`config.mk`:
```
export PLATFORM = sky130hd
export DESIGN_NAME = acc_bank
export DESIGN_NICKNAME = d
export VERILOG_FILES = /design/src/rtl/acc_bank_pkg.sv /design/src/rtl/acc_stack.sv /design/src/rtl/acc_bank.sv
export SDC_FILE = /design/constraint.sdc
export NUM_CORES = 1
export LEC_CHECK = 0
export CAP_MARGIN = 10
export CELL_PAD_IN_SITES_DETAIL_PLACEMENT = 1
export CELL_PAD_IN_SITES_GLOBAL_PLACEMENT = 2
export CORE_AREA = 2 2 124 126
export DETAILED_ROUTE_END_ITERATION = 16
export DIE_AREA = 0 0 126 128
export GPL_TIMING_DRIVEN = 0
export PLACE_DENSITY_LB_ADDON = 0.12
export SETUP_SLACK_MARGIN = 0.1
export SYNTH_ARGS = -nofsm -noshare
export SYNTH_HDL_FRONTEND = slang
export SYNTH_SLANG_ARGS = --single-unit
```
`constraint.sdc`:
```
create_clock -name clk -period 3.2 [get_ports clk]
set_clock_uncertainty 0.05 [all_clocks]
set_input_delay 0.96 -clock clk [delete_from_list [all_inputs] [get_ports clk]]
set_output_delay 0.96 -clock clk [all_outputs]
set_load 0.02 [all_outputs]
```
`src/rtl/acc_bank_pkg.sv`:
```
// Shared definitions for the accumulator bank: control encoding, load-source codes
// and the select-width helper.
package acc_bank_pkg;

  typedef enum logic {
    CTRL_OFF = 1'b0,
    CTRL_ON  = 1'b1
  } CONTROL;

  localparam int ACC_SRC_X_W = 3;

  typedef enum logic [ACC_SRC_X_W-1:0] {
    ACC_ZERO = 3'd0,
    ACC_ALU  = 3'd1,
    ACC_MEM  = 3'd2,
    ACC_ONE  = 3'd3,
    ACC_INC  = 3'd4,
    ACC_DEC  = 3'd5
  } ACC_SRC_X;

  function automatic int sel_w(input int n);
    return (n > 1) ? $clog2(n) : 1;
  endfunction

endpackage

```
`src/rtl/acc_stack.sv`:
```
// LIFO of accumulator values with push, pop and same-cycle swap; reports
// full/empty and single-cycle overflow/underflow strobes for rejected commands.
module acc_stack
  import acc_bank_pkg::*;
#(
  parameter int WIDTH       = 8,
  parameter int STACK_DEPTH = 8
) (
  input  logic             clk,
  input  logic             reset,
  input  logic             push,
  input  logic             pop,
  input  logic [WIDTH-1:0] din,
  output logic [WIDTH-1:0] top,
  output logic             full,
  output logic             empty,
  output logic             overflow,
  output logic             underflow
);

  localparam int DW = $clog2(STACK_DEPTH + 1);
  localparam int IW = $clog2(STACK_DEPTH);

  logic [WIDTH-1:0] mem [STACK_DEPTH];
  logic [DW-1:0]    depth;
  logic [IW-1:0]    wr_idx;
  logic [IW-1:0]    top_idx;

  assign full      = (depth == DW'(STACK_DEPTH));
  assign empty     = (depth == '0);
  assign wr_idx    = depth[IW-1:0];
  assign top_idx   = empty ? '0 : IW'(depth - DW'(1));
  assign top       = mem[top_idx];
  assign overflow  = push && !pop && full;
  // push+pop on an empty stack is rejected as an underflow, not a swap
  assign underflow = pop && empty;

  always_ff @(posedge clk or posedge reset) begin
    if (reset) begin
      depth <= '0;
    end else if (push && !pop && !full) begin
      depth <= depth + DW'(1);
    end else if (pop && !push && !empty) begin
      depth <= depth - DW'(1);
    end
  end

  // storage carries no reset; only depth defines which entries are valid
  always_ff @(posedge clk) begin
    if (push && pop && !empty) begin
      mem[top_idx] <= din;
    end else if (push && !pop && !full) begin
      mem[wr_idx] <= din;
    end
  end

endmodule

```
`src/rtl/acc_bank.sv`:
```
// Bank of NUM_ACC accumulators with selectable load source, wrap/saturating
// increment/decrement and a save/restore stack for nested-loop context.
module acc_bank
  import acc_bank_pkg::*;
#(
  parameter int WIDTH       = 8,
  parameter int NUM_ACC     = 4,
  parameter int STACK_DEPTH = 8,
  parameter bit SATURATE    = 1'b0
) (
  input  logic                        clk,
  input  logic                        reset,
  input  logic                        acc_write,
  input  logic [ACC_SRC_X_W-1:0]      acc_src,
  input  logic [sel_w(NUM_ACC)-1:0]   acc_sel,
  input  logic [WIDTH-1:0]            alu_out,
  input  logic [WIDTH-1:0]            mem_out,
  input  logic [WIDTH-1:0]            step,
  input  logic                        push,
  input  logic                        pop,
  input  logic                        err_clr,
  output logic [WIDTH-1:0]            acc_out,
  output logic                        acc_zero,
  output logic                        stack_full,
  output logic                        stack_empty,
  output logic                        stack_err
);

  logic [WIDTH-1:0] acc [NUM_ACC];
  logic             in_range;
  logic [WIDTH-1:0] stack_top;
  logic             overflow;
  logic             underflow;
  logic             pop_ok;
  logic             src_valid;
  logic [WIDTH-1:0] src_val;
  logic [WIDTH-1:0] next_val;
  logic [WIDTH:0]   sum;
  logic [WIDTH:0]   diff;
  ACC_SRC_X         src;

  assign in_range = (32'(acc_sel) < NUM_ACC);
  assign acc_out  = in_range ? acc[acc_sel] : '0;
  assign acc_zero = (acc_out == '0);
  assign src      = ACC_SRC_X'(acc_src);
  assign sum      = {1'b0, acc_out} + {1'b0, step};
  assign diff     = {1'b0, acc_out} - {1'b0, step};
  assign pop_ok   = pop && !stack_empty;

  always_comb begin
    src_valid = 1'b1;
    src_val   = acc_out;
    case (src)
      ACC_ZERO: src_val = '0;
      ACC_ALU:  src_val = alu_out;
      ACC_MEM:  src_val = mem_out;
      ACC_ONE:  src_val = WIDTH'(1);
      ACC_INC:  src_val = (SATURATE && sum[WIDTH])  ? '1 : sum[WIDTH-1:0];
      ACC_DEC:  src_val = (SATURATE && diff[WIDTH]) ? '0 : diff[WIDTH-1:0];
      default:  src_valid = 1'b0;
    endcase
  end

  // an accepted pop (including a swap) overrides acc_write
  assign next_val = pop_ok ? stack_top : src_val;

  always_ff @(posedge clk or posedge reset) begin
    if (reset) begin
      for (int unsigned i = 0; i < NUM_ACC; i++) acc[i] <= '0;
    end else if (in_range && (pop_ok || (acc_write && src_valid))) begin
      acc[acc_sel] <= next_val;
    end
  end

  always_ff @(posedge clk or posedge reset) begin
    if (reset) begin
      stack_err <= 1'b0;
    end else if (overflow || underflow) begin
      stack_err <= 1'b1;
    end else if (err_clr) begin
      stack_err <= 1'b0;
    end
  end

  acc_stack #(
    .WIDTH       (WIDTH),
    .STACK_DEPTH (STACK_DEPTH)
  ) u_stack (
    .clk       (clk),
    .reset     (reset),
    .push      (push),
    .pop       (pop),
    .din       (acc_out),
    .top       (stack_top),
    .full      (stack_full),
    .empty     (stack_empty),
    .overflow  (overflow),
    .underflow (underflow)
  );

endmodule

```
==> results of run 1 <==
routing by layer:
layer	track usage (%)	share of wire, %	up-vias
met2	34.2	50	77
met4	5.49	1.3	0
met5	0	0	-
met1	26.6	45	2042
li1	-	-	1831
met3	3.46	4.1	16
layout make-up:
cell class / instances / area (sq um)
clock buffer: 12 / 256
buffer: 22 / 144
inverter: 13 / 60.1
fill: 1590 / 7980
sequential: 101 / 2850
clock inverter: 4 / 30.0
multi-input combinational: 295 / 2520
timing repair buffer: 80 / 787
tap: 188 / 235
cells in the final DEF, fill, tap and decap left out, types with 8 or more instances in the layout:
cell type	count
a21oi_1	23
buf_2	10
buf_4	25
buf_6	13
clkbuf_16	9
clkdlybuf4s50_1	26
dfrtp_1	37
edfxtp_1	64
inv_1	8
mux2_2	9
mux2_4	14
mux2i_1	13
mux4_2	9
nand2_1	28
nor2_1	25
o21ai_0	17
o221ai_1	11
per-stage QoR:
stage / hold WS, ns / worst slack, ns
2_1_floorplan: 0.395 / -0.219
4_1_cts: 0.437 / -0.302
6_report: 0.436 / -0.280
5_1_grt: 0.475 / -0.295
3_5_place_dp: 0.421 / -1.62
3_3_place_gp: 0.408 / -1.60
power by group:
group	internal, mW	switching (mW)	leakage (nW)
clock	0.576	0.492	0.144
sequential	2.07	0.195	1.05
combinational	1.67	2.21	1.42
total	4.32	2.90	2.61
logic make-up (layout without fill, tap and decap cells):
kind of cell | count (synthesis) | count (layout) | share of synthesized area (%)
AO/OA/AOI/OAI | 120 | 120 | 15.7
AND/OR/NAND/NOR | 109 | 109 | 10.4
XOR/XNOR | 10 | 10 | 1.68
multiplexers | 45 | 45 | 11.4
adder cells (fa/ha/maj) | 11 | 11 | 2.79
flip-flops | 101 | 101 | 54.8
buffers and inverters | 36 | 131 | 3.22
final timing paths:
check	slack, ns	depth (start not counted)	to	startpoint
worst max-delay path	-0.28	7	acc_zero	acc_sel[1]
worst min-delay path	0.44	2	acc[8]	acc[8]
worst max register to register	0.13	11	acc[14]	u_stack.depth[0]
worst min register to register	0.44	2	acc[8]	acc[8]
max in group asynchronous	1.51	2	u_stack.depth[2]	reset
min in group asynchronous	1.04	2	acc[1]	reset
sequential cells by signal (all words and copies together) (netlist names):
name           count
u_stack.depth      4
stack_err          1
u_stack.mem       64
acc               32
repair_timing:
item,4_1_cts,5_1_grt
setup endpoints to repair,107,45
gates resized for setup,142,27
pin swaps,26,12
hold endpoints to repair,0,0
gates cloned,1,0
setup buffers,30,6
worst max-delay path: stages:
cell    delay (ns)
buf_12        0.11
buf_12        0.13
buf_4         0.14
mux4_2        0.32
or4_4         0.57
nor2_4        0.12
buf_6         0.12
==> impl_metrics.toml, run 1 <==
[worst_setup_path]
crit_path_start_kind = "input port"
crit_arrival_ns = 2.47
cp_max_fo = 6
crit_path_end_kind = "primary output"
worstSetupPathType = "input port to primary output"
critPathRequiredTime_ns = 2.19

[cells_and_area]
fin_util_pct = 46.3
antenna_cells = 0
final_cell_area_sq_um = 6880
drive_gt1_share_pct = 33.0
stdcell_count = 715
area_growth_syn_to_layout_pct = 32.3
nets = 568

[logic_synthesis]
synthTopCellsByCount = "edfxtp_1 (64), dfrtp_1 (37), nor2_1 (32)"
synth_top_area_share_pct = 37.0
netlist_instances = 432
synth_seq_area_share_pct = 54.8
synth.most_common_cell = "edfxtp_1"
synthFlopType = "edfxtp_1"
syn_area_per_cell_sq_um = 12.0
syn-num-nets = 478
yosys-top-cells-area = "edfxtp_1 (37%), dfrtp_1 (18%), mux2_2 (5.0%)"
synth-edff-count = 64
async_flop_share_pct = 36.6
yosysWarnings = 0
synth_top_area_cell = "edfxtp_1"
syn-cell-area_sq_um = 5200
ys_ff_latch = 101
yosysUniqueCellTypes = 60

[timing]
fin_crit_sh_pct = 109
drv_slew = 0
period_minus_slack_ns = 3.48
final_hold_viol_count = 0
rsz0062_at_grt = "true"
worstMarginPinSlew_ns = 0.846
timing.slew.headroom_pct = 43.6
fin_ws_ns = -0.280
fmax_ghz = 0.287
fin_tns_setup_ns = -1.37
setup_viol = 18

[clock_tree]
hold_buffers = 0
htree_levels = 3
clock_sinks = 101
cts_root_buf = "clkbuf_16"
cts_tree = "built"
cts_buffers = 9
insertion_delay_ns = 0.35
clock_path_buffers = 2
path_clk_slew_ns = 0.07

[floorplan]
core_area_sq_um = 14900
row_count = 45
pin_count = 47
die_w_microns = 126
dieArea_sq_um = 16100
die_h_microns = 128
start_util_pct = 35.0

[global_route]
grt_max_degree = 38
antenna_found_initial = 0
overflow = 0
grt_use_total_pct = 20.1
grt_pass1_vias = 4221
grt_pass1_wl_microns = 24100

[flow_run]
drv_cap = 0

[drt]
vias_per_cell = 5.55
routedWlPerCell_microns = 22.0
dr.first_iter.drc_count = 229
drt_first_pass_iters = 4
drc = 0
totalWireLength_microns = 15700
vias = 3966
ant_nets = 0

[pwr]
leakagePower_nw = 2.61
ir_worst_vdd_mv = 0.339
total_power_mw = 7.21
power_density_nw_per_um2 = 1050

[place]
io_buffers = 44
dp_hpwl_microns = 10500
gp_congestion = 0.806
postPlaceCellArea_sq_um = 5970
placedCellCount = 664

[outcome]
status = "complete, but fails checks"
violations = "negative setup slack"

[hold_path]
hp-class = "flip-flop to flip-flop"
Power figures use the tool's default switching activity.
==> inputs of run 2 (changes only) <==
Settings changed: ABC_AREA set to 0, RECOVER_POWER set to 50.
==> run 2 against run 1 <==
Against the previous run: the run ends with max-capacitance violations, max-slew violations, negative setup slack left; register-to-register slack barely moved; critical path type unchanged; die area did not move; worst setup slack improved by 0.0091 ns; highest routed layer unchanged; critical endpoint unchanged.
==> impl_metrics.toml, run 2 (synthesized netlist as in run 1, its figures left out) <==
[clock_tree]
clock_sinks = 101
clock_path_buffers = 2
htree_levels = 3
cts_root_buf = "clkbuf_16"
cts_tree = "built"
path_clk_slew_ns = 0.07
hold_buffers = 0
insertion_delay_ns = 0.35
cts_buffers = 9

[global_route]
grt_max_degree = 38
overflow = 0
grt_use_total_pct = 20.1
antenna_found_initial = 0
grt_pass1_vias = 4221
grt_pass1_wl_microns = 24100

[drt]
vias_per_cell = 5.55
routedWlPerCell_microns = 22.0
drc = 0
dr.first_iter.drc_count = 235
vias = 3966
totalWireLength_microns = 15800
drt_first_pass_iters = 4
ant_nets = 0

[cells_and_area]
multi_input_area_sq_um = 2520
area_growth_syn_to_layout_pct = 31.4
drive_gt1_share_pct = 31.5
largest_register_ffs = 64
nets = 568
reg.largest.list = "u_stack.mem (64), acc (32), u_stack.depth (4)"
final_cell_area_sq_um = 6830
fill_cells = 1595
mostFrequentLayoutCells = "edfxtp_1 (64), dfrtp_1 (37), nand2_1 (28), nor2_1 (25), clkdlybuf4s50_1 (24)"
final_common_cell = "edfxtp_1"
stdcell_count = 715
final-seq-area_sq_um = 2850
antenna_cells = 0
largest_register = "u_stack.mem"

[worst_setup_path]
reg2reg_to = "acc[6]"
reg2reg_slack_ns = 0.14
cp_max_fo = 6
crit_path_end_kind = "primary output"
crit_family = "simple AND/OR/NAND/NOR gates"
cp.buffers_inverters = 4
crit_top_cell = "buf_12"
rr_startpoint = "u_stack.depth[0]"
reg2reg_depth = 11
slowest_delay_ns = 0.57
path_cells = "buf_12 -> buf_12 -> buf_4 -> mux4_2 -> or4_4 -> nor2_4 -> buf_6"
cpMaxStageDelayCell = "or4_4"
worstSetupPathType = "input port to primary output"
critPathRequiredTime_ns = 2.19
crit_path_start_kind = "input port"
critPathLaunch = "acc_sel[1]"
crit_arrival_ns = 2.46

[pwr]
power_density_nw_per_um2 = 1050
ir_worst_vdd_mv = 0.313
leakagePower_nw = 2.58

[floorplan]
row_count = 45
start_util_pct = 35.0
pin_count = 47
dieArea_sq_um = 16100
die_w_microns = 126
die_h_microns = 128
core_area_sq_um = 14900

[flow_run]
drv_cap = 1

[timing]
period_minus_slack_ns = 3.47
final_hold_viol_count = 0
worstMarginPinSlew_ns = 1.53
fmax_ghz = 0.288
fin_crit_sh_pct = 108
rsz0062_at_grt = "true"
setup_viol = 26
fin_ws_ns = -0.271
drv_slew = 38
fin_tns_setup_ns = -2.90
timing.slew.headroom_pct = -1.82

[place]
gp_congestion = 0.806
postPlaceCellArea_sq_um = 5970
placedCellCount = 664
io_buffers = 44
dp_hpwl_microns = 10500

[outcome]
status = "complete, but fails checks"
violations = "max-capacitance violations, max-slew violations, negative setup slack"

[hold_path]
min-delay-start = "acc[8]"
holdPathEnd = "acc[8]"
hp-class = "flip-flop to flip-flop"
hold_depth = 2
-- run 2: cell types whose count changed in the layout (fill, tap and decap cells not counted), sizes merged --
cell / previous run / this run
clkbuf: 23 / 30
dlygate4sd3: 0 / 2
clkdlybuf4s50: 26 / 24
buf: 57 / 50
-- run 2: timing repair --
item,in CTS,in global routing
pin swaps,26,12
gates cloned,1,0
endpoints found under the setup margin,107,45
buffers inserted,30,6
resized for setup,142,27
-- run 2: final cells by class --
| type | instances | share of cell area, % |
|---|---|---|
| Buffer | 22 | 2.11 |
| Clock buffer | 12 | 3.75 |
| Clock inverter | 4 | 0.440 |
| Inverter | 13 | 0.879 |
| Multi-Input combinational cell | 295 | 36.9 |
| Sequential cell | 101 | 41.7 |
| Tap cell | 188 | 3.44 |
| Timing Repair Buffer | 80 | 10.8 |
-- run 2: power by group --
| group | internal [mW] | switching [mW] |
|---|---|---|
| Clock | 0.576 | 0.495 |
| Sequential | 2.07 | 0.196 |
| Combinational | 1.60 | 2.20 |
| Total | 4.25 | 2.89 |
-- run 2: worst reg2reg max path: cells and delay by family, from the launching register on --
family	cells	cell delay [ns]
AND/OR/NAND/NOR	2	0.66
multiplexers	2	0.54
AO/OA/AOI/OAI	3	0.69
flip-flops	1	0.35
buffers and inverters	3	0.43
adder cells (fa/ha/maj)	1	0.24
-- run 2: worst max path at each step --
| stage | end | cells past startpoint |
|---|---|---|
| 2_1_floorplan | acc_zero | 4 |
| 3_3_place_gp | acc_zero | 6 |
| 3_5_place_dp | acc_zero | 6 |
| 4_1_cts | acc_zero | 6 |
| 5_1_grt | acc[7] | 12 |
| 6_report | acc_zero | 7 |
-- run 2: through the flow --
| stage | total power, mW | setup slack, ns | utilization [%] | hold WS (ns) |
|---|---|---|---|---|
| after floorplan | 4.31 | -0.219 | - | 0.395 |
| after global placement | 5.32 | -1.60 | 40.1 | 0.408 |
| after detailed placement | 5.42 | -1.62 | 40.2 | 0.421 |
| after CTS | 7.10 | -0.302 | 45.6 | 0.437 |
| after global routing | 7.59 | -0.310 | 46.0 | 0.475 |
| final | 7.15 | -0.271 | 46.0 | 0.436 |
-- run 2: routing by layer --
metal	track usage, %	share of wire [%]	up-vias
li1	-	-	1830
met1	26.6	45	2044
met2	34.2	51	76
met3	3.46	3.6	16
met4	5.49	1.3	0
met5	0	0	-
